## src/rtl/vga_timing_gen.sv

```systemverilog
`default_nettype none
// ============================================================================
// Module      : vga_timing_gen
// Description : VGA raster timing source. Produces the hcount/vcount, sync and
//               blank signals plus a frame_start strobe. Optional macro
//               VGA_TIMING_PIXEL_DIV2_EN advances one pixel every second clock.
// Revision    : 1.0 - initial release
// ============================================================================
module vga_timing_gen #(
  parameter int   H_ACTIVE = 800,
  parameter int   H_FP     = 40,
  parameter int   H_SYNC   = 128,
  parameter int   H_BP     = 88,
  parameter int   V_ACTIVE = 600,
  parameter int   V_FP     = 1,
  parameter int   V_SYNC   = 4,
  parameter int   V_BP     = 23,
  parameter logic HS_POL   = 1'b1,
  parameter logic VS_POL   = 1'b1
) (
  input  logic        clk,
  input  logic        rst_n,
  input  logic        en,
  output logic        frame_start,
  output logic [10:0] vcount,
  output logic [10:0] hcount,
  output logic        vsync,
  output logic        hsync,
  output logic        vblnk,
  output logic        hblnk,
  output logic [11:0] rgb
);

  localparam int H_TOTAL = H_ACTIVE + H_FP + H_SYNC + H_BP;
  localparam int V_TOTAL = V_ACTIVE + V_FP + V_SYNC + V_BP;

  localparam logic [10:0] C_H_LAST     = 11'(H_TOTAL - 1);
  localparam logic [10:0] C_H_BLANK    = 11'(H_ACTIVE);
  localparam logic [10:0] C_H_HS_START = 11'(H_ACTIVE + H_FP);
  localparam logic [10:0] C_H_HS_END   = 11'(H_ACTIVE + H_FP + H_SYNC);
  localparam logic [10:0] C_V_LAST     = 11'(V_TOTAL - 1);
  localparam logic [10:0] C_V_BLANK    = 11'(V_ACTIVE);
  localparam logic [10:0] C_V_VS_START = 11'(V_ACTIVE + V_FP);
  localparam logic [10:0] C_V_VS_END   = 11'(V_ACTIVE + V_FP + V_SYNC);

  generate
    if (H_TOTAL > 2048 || V_TOTAL > 2048 ||
        H_FP == 0 || H_SYNC == 0 || H_BP == 0 ||
        V_FP == 0 || V_SYNC == 0 || V_BP == 0) begin : g_param_check
      $error("vga_timing_gen: totals must be <= 2048 and porch/sync widths non-zero");
    end
  endgenerate

  logic        adv;
  logic [10:0] hcount_q, hcount_d;
  logic [10:0] vcount_q, vcount_d;
  logic        hsync_q, hsync_d;
  logic        vsync_q, vsync_d;
  logic        hblnk_q, hblnk_d;
  logic        vblnk_q, vblnk_d;
  logic        frame_start_q, frame_start_d;
  logic        h_wrap, v_wrap;
  logic [10:0] h_nxt, v_nxt;

`ifdef VGA_TIMING_PIXEL_DIV2_EN
  // Phase flop: advance on the second of every two enabled clocks.
  logic tick_q, tick_d;

  always_comb begin
    tick_d = en ? ~tick_q : tick_q;
  end

  always_ff @(posedge clk or negedge rst_n) begin
    if (!rst_n) tick_q <= 1'b0;
    else        tick_q <= tick_d;
  end

  assign adv = en & tick_q;
`else
  assign adv = en;
`endif

  always_comb begin
    h_wrap = (hcount_q == C_H_LAST);
    v_wrap = (vcount_q == C_V_LAST);
    h_nxt  = h_wrap ? 11'd0 : hcount_q + 11'd1;
    v_nxt  = h_wrap ? (v_wrap ? 11'd0 : vcount_q + 11'd1) : vcount_q;

    hcount_d      = hcount_q;
    vcount_d      = vcount_q;
    hsync_d       = hsync_q;
    vsync_d       = vsync_q;
    hblnk_d       = hblnk_q;
    vblnk_d       = vblnk_q;
    frame_start_d = 1'b0;

    // Decode from the next counts so every registered output names one pixel.
    if (adv) begin
      hcount_d      = h_nxt;
      vcount_d      = v_nxt;
      hblnk_d       = (h_nxt >= C_H_BLANK);
      vblnk_d       = (v_nxt >= C_V_BLANK);
      hsync_d       = (h_nxt >= C_H_HS_START && h_nxt < C_H_HS_END) ? HS_POL : ~HS_POL;
      vsync_d       = (v_nxt >= C_V_VS_START && v_nxt < C_V_VS_END) ? VS_POL : ~VS_POL;
      frame_start_d = h_wrap & v_wrap;
    end
  end

  always_ff @(posedge clk or negedge rst_n) begin
    if (!rst_n) begin
      hcount_q      <= 11'd0;
      vcount_q      <= 11'd0;
      hsync_q       <= ~HS_POL;
      vsync_q       <= ~VS_POL;
      hblnk_q       <= 1'b0;
      vblnk_q       <= 1'b0;
      frame_start_q <= 1'b0;
    end else begin
      hcount_q      <= hcount_d;
      vcount_q      <= vcount_d;
      hsync_q       <= hsync_d;
      vsync_q       <= vsync_d;
      hblnk_q       <= hblnk_d;
      vblnk_q       <= vblnk_d;
      frame_start_q <= frame_start_d;
    end
  end

  assign hcount      = hcount_q;
  assign vcount      = vcount_q;
  assign hsync       = hsync_q;
  assign vsync       = vsync_q;
  assign hblnk       = hblnk_q;
  assign vblnk       = vblnk_q;
  assign frame_start = frame_start_q;
  assign rgb         = 12'h000;

endmodule
`default_nettype wire

```

## config.mk

```make
export PLATFORM = sky130hd
export DESIGN_NAME = vga_timing_gen
export DESIGN_NICKNAME = d
export VERILOG_FILES = /design/src/rtl/vga_timing_gen.sv
export SDC_FILE = /design/constraint.sdc
export NUM_CORES = 1
export LEC_CHECK = 0
export CORE_MARGIN = 1
export CORE_UTILIZATION = 40
export CTS_CLUSTER_SIZE = 24
export DETAILED_ROUTE_END_ITERATION = 12
export MAX_ROUTING_LAYER = met4
export PLACE_DENSITY = 0.67
export RECOVER_POWER = 100
export SYNTH_ARGS = -nofsm -noshare
export SYNTH_HDL_FRONTEND = slang
export SYNTH_SLANG_ARGS = --single-unit
export TNS_END_PERCENT = 50
```

## constraint.sdc

```tcl
create_clock -name clk -period 3.4 [get_ports clk]
set_clock_uncertainty 0.05 [all_clocks]
set_input_delay 0.85 -clock clk [delete_from_list [all_inputs] [get_ports clk]]
set_output_delay 0.85 -clock clk [all_outputs]
set_load 0.02 [all_outputs]
```

Yosys cells after proc, flatten, opt, wreduce, memory -nomap -nowiden
Index checks and enable logic that the tools add are counted.

Memory bits (writable): 0. Memories: 0. Bits in latches: 0. Bits in read-only memories: 0. Register bits: 27. Logic and storage cells: 26. Bits of input ports: 3.

Equality and inequality tests: 2. Bitwise gates (word level): 1. Multipliers: 0. Shift-type cells: 0. Muxes and demuxes: 6. $add $sub $neg: 2. Div/mod/pow operators: 0. $lt $le $gt $ge: 6. Reductions and logical operators: 2.

Operators by type and width (number): $ge 11x10->1 const B (4); $mux 11 (3); $add 11x1->11 const B (2); $lt 11x10->1 const B (2); $eq 11x10->1 const B (1); $eq 11x11->1 const B (1); $mux 1 (3); $logic_and 1x1->1 (2); $and 1x1->1 (1).

Longest topological paths before layout
Gate-level depths: netlist of run 1.

Word-level depth: 6. Gate-level depth with buffers: 9. Mapped depth without buffers: 8.

Worst setup path after synthesis of run 1
OpenSTA, ideal clock, no wires.

Kind: flip-flop to flip-flop. From: reg hcount_q[0] (netlist: hcount[0]). To: reg vsync_q (netlist: vsync). Cell stages (with the launch flop): 10. Buffers on the path: 1. Setup slack: 0.545 ns. Data required time: 3.272 ns. Arrival time: 2.727 ns. Cells stage by stage: dfrtp_1 ha_1 nand4_1 or3_1 clkbuf_1 nor4_1 xnor2_1 nand2_1 or4_1 o2bb2ai_1.

Word-level cells in the longest chain between the ends: 5. Elaborated cells on any way between the ends: 6. Classes of those cells: order compare (2); eq/ne (1); mux (2); reduce/logical (1).

Ends and longest elaborated chain: start, declared (line 55) `logic [10:0] hcount_q, hcount_d;`; start signal, assigned (line 119) `hcount_q <= hcount_d;`; $eq 11x11->1 * (line 84) `h_wrap = (hcount_q == C_H_LAST);`; $mux 11 * (line 87) `v_nxt = h_wrap ? (v_wrap ? 11'd0 : vcount_q + 11'd1) : vcount_q;`; $ge 11x10->1 or $lt 11x10->1 (tied branches) (line 104) `vsync_d = (v_nxt >= C_V_VS_START && v_nxt < C_V_VS_END) ? VS_POL : ~VS_POL;`; $logic_and 1x1->1 * (line 104); $mux 1 * (line 104); end signal, assigned (line 114) `vsync_q <= ~VS_POL;`; end signal, assigned (line 122) `vsync_q <= vsync_d;`; end, declared (line 58) `logic vsync_q, vsync_d;`.

Mark *: on every way between the ends. The rest lies on a longest branch, timed or not. A chain may end at the register's enable or synchronous reset.

Final worst setup path of run 1
Same ends and word-level chain as after synthesis.

==> run summary, run 1 <==
• hcount[0] — startpoint of the worst-slack reg-to-reg timing path
• 38.9% — share of synthesized area occupied by flip-flops and latches
• 4610 µm² — Die Footprint
• 4090 µm² — Core Footprint
• 0 — post-cts repair resize count
• 27 — sink count of the clock tree
• 1447 — DR vias
• 0 ns — Setup Total Neg Slack
• 1 — Max-cap violations
• 0 — number of antenna violations at the first check in global routing
• 44.3% — sequential group share of total power
• 2710 µm — DP HPWL
• 1.50 ns — slew of the pin with the lowest slew margin
• 42 — io pins
• 270 — placed cells
• flop to flop — path class of the lowest-slack min-delay path
• 1 — level count of the clock H-tree
• done — TritonCTS clock tree
• 23 — standard-cell row count
• 0.64 ns — delay of the slowest cell on the worst path
• 0 — final antenna diode count
• 13.6 µm — average wire per cell in the routed design
• 0.877 — final estimated routing congestion in global placement
• 407 — filler instances
• 0 — setup repair bufs after CTS
• 67.9 µm — Die Ht
• 197 — number of standard cells after synthesis
• 1.04 mW — final total power
• 3.05 ns — shortest clock period the worst path allows after layout
• 0 — DRT antenna net count
• 6200 µm — wire length of the first global-routing pass
• 37.7% — Comb pwr share
• 38.6% — proportion of total power due to net switching
• 67.9 µm — die span in x
• 50.2% — post-layout util
• or4_1 — cell at the slowest stage of the critical path
• 1740 µm² — Cell Area, Synth
• simple AND/OR/NAND/NOR gates — family with the most delay on the worst path
• 0.639 mW — Cell Int Power
• 230 — number of nets in the finished design
• 4 — total iterations of the first detailed-routing run
• 956 µm² — Multi-input gate area
• 81 µm — met3 wire len
• flop to flop — path type of the worst setup path
• 0 — global-route congestion overflow total
• no — RSZ-0062 raised after global routing
• complete, but fails checks — result of the run
• 0 — Setup Viol. Count Final
• 1670 µm — wire length on met2
• flop — startpoint types
• ha_1, nand4_1, or4_1, or3_1, a21oi_1, nand3_1, or4_1, o2bb2ai_1 — critical path, cell by cell
• 3 — number of buffers added by the clock tree synthesis step
• 18.2% — growth of design area from synthesis to finish
• 0.402 mW — Net Sw Power
• 0.10 ns — clock transition at the registers of the reported paths
• 0 — count of buffering cells on the critical path with inverters included
• 6 — critical path peak fanout
• 0.328% — Slew headroom
• 1950 µm — Post-Route M1 WL
• 676 µm² — Sequential cell area
• 27 — register bit count reported by yosys
• 29 — I/O Buffers
• 0 — Yosys Warn Count
• 3.21 ns — Worst EP arrival
• 8.81 µm² — average size of a mapped cell
• hcount[0] — critical path launch point
• hblnk — Hold Startpoint
• met4 — highest metal layer with signal wires
• 0.460 ns — worst slack on hold paths
• or4_1 — most frequent CP cell
• capacitance limit — violations in the final reports
• 274 — number of non-filler instances in the completed layout
• 249 µV — peak supply drop
• dfrtp_1 — commonest register cell after synthesis
• 44 — number of distinct library cell variants in the gate-level netlist after synthesis
• 1281 — number of global-route vias before repair
• 507 nW/µm² — Pwr Density
• 5.28 — vias per std cell
• 3720 µm — wire length reported by the detailed router
• 3.56 ns — Required @ worst endpoint
• 2 — buffer levels on the longest clock path
• 42.5% — Initial Util
• clkbuf_8 — cell at the root of the clock tree
• 0 — final-report hold violation count
• 4.46% — share of final-layout standard cells stronger than drive strength 1
• 49 — Starting DRT DRC Count
• 89.8% — final worst-path cycle share
• 0 — post-detailed-route DRC marker count
• 28 — largest net degree at the start of global routing
• 0 — number of max-slew violations in the final report
• 18.4% — GRT Total Usage
• 17.9% — power share of the clock group
• 0.889 nW — leakage power figure
• 328 MHz — Fmax
• 0.28 ns — worst-skew pair later-pin latency
• 0 — number of synthesized flops with an enable pin
• flop — endpoint kind of the worst setup timing path
• 0 — Post-CTS Hold Fix Bufs
• 100% — fraction of synthesis flops using an asynchronous set or reset pin
## metrics by stage
stage	cell area, µm²	setup WS, ns
after floorplan	1780	0.545
after global placement	2030	0.570
after detailed placement	2030	0.481
after CTS	2080	0.422
after global routing	2050	0.149
final	2050	0.348
## layout by cell type (no fill, tap or decap), types with 3 or more instances in the layout
cell type,Yosys,routed
nor2b_1,3,3
conb_1,1,12
nor4_1,5,5
clkbuf_1,7,4
nor2_1,16,16
and2_1,5,5
xor2_1,5,5
dfrtp_1,27,27
nand4_1,5,5
or4_1,2,3
inv_1,3,3
clkbuf_8,0,3
o21ai_0,16,16
dlygate4sd3_1,0,29
xnor2_1,9,9
nand2_1,15,15
mux2_2,4,4
nor3_1,3,4
and3_1,7,7
a21oi_1,9,10
nand3_1,9,9
o31ai_1,3,3
## synthesized netlist by cell type, types with 2 or more instances
master | n | share of area (%)
buf_4 | 12 | 5.2
o2bb2ai_1 | 2 | 1.0
or4_1 | 2 | 0.86
nor3b_1 | 2 | 0.86
and2_1 | 5 | 1.8
nand2_1 | 15 | 3.2
clkbuf_1 | 7 | 1.5
and3_1 | 7 | 2.5
inv_1 | 3 | 0.65
a31oi_1 | 2 | 0.72
a22o_1 | 2 | 1.0
nand3_1 | 9 | 2.6
nor3_1 | 3 | 0.86
nor2_1 | 16 | 3.5
xnor2_1 | 9 | 4.5
nor2b_1 | 3 | 1.1
or3_1 | 2 | 0.72
mux2_2 | 4 | 2.6
o31ai_1 | 3 | 1.3
dfrtp_1 | 27 | 39
xor2_1 | 5 | 2.5
nor4_1 | 5 | 1.8
ha_1 | 2 | 1.4
or2_2 | 2 | 0.72
nand4_1 | 5 | 1.8
o21ai_0 | 16 | 4.6
o21a_1 | 2 | 0.86
a21oi_1 | 9 | 2.6
## final timing paths
kind                         end  slack [ns]  cells past startpoint
min                        hblnk        0.46                      1
min reg2reg                hblnk        0.46                      1
max reg2reg                vsync        0.35                      8
min in group asynchronous  vsync        1.41                      2
max in group asynchronous  vblnk        1.03                      2
max                        vsync        0.35                      8
## area by class of cell
cell class / instances / share of cell area [%]
Clock buffer: 4 / 2.20
Multi-Input combinational cell: 158 / 46.6
Sequential cell: 27 / 32.9
Timing Repair Buffer: 32 / 14.7
Tap cell: 50 / 3.05
Inverter: 3 / 0.549
## cell families (layout without fill, tap and decap cells)
logic type	Yosys count	in the layout	share of synthesized area (%)
compound gates	42	42	15.2
xor+xnor	14	14	7.07
fa+ha+maj	2	2	1.44
buf+inv	23	39	7.64
flops	27	27	38.9
mux	5	5	3.17
other cells	1	12	0.216
simple gates	83	83	26.3
## state kept, by name, summed over array words and instances (netlist names)
name         count
frame_start      1
vsync            1
hsync            1
hcount          11
vcount          11
vblnk            1
hblnk            1
## per-layer routing
metal | track usage [%] | vias up
met4 | 6.51 | 0
met5 | - | -
met2 | 25.4 | 26
met1 | 27.5 | 678
met3 | 2.00 | 2
li1 | - | 741
## power by group through the flow
stage | clock network (mW) | logic [mW] | registers (mW)
after CTS | 0.197 | 0.421 | 0.465
after detailed placement | 0 | 0.419 | 0.472
after floorplan | 0 | 0.204 | 0.522
after global routing | 0.208 | 0.437 | 0.477
final | 0.187 | 0.393 | 0.462
after global placement | 0 | 0.418 | 0.471
## worst register-to-register path: cells and delay by family (launching register included)
family / cells / cell delay (ns)
simple gates: 5 / 1.77
flops: 1 / 0.43
compound gates: 2 / 0.42
fa+ha+maj: 1 / 0.30
Note: power is estimated with default switching activity, not from simulation.
==> run 2, diff against run 1 <==
- CTS_CLUSTER_SIZE: 24 -> 40
- GPL_ROUTABILITY_DRIVEN: not set -> 1
==> results of run 2 <==
Final layout, timing and power as in run 1 (identical DEF).
==> run 3, diff against run 2 <==
- CTS_CLUSTER_SIZE: 40 -> not set
==> results of run 3 <==
Final layout, timing and power as in run 1 (identical DEF).
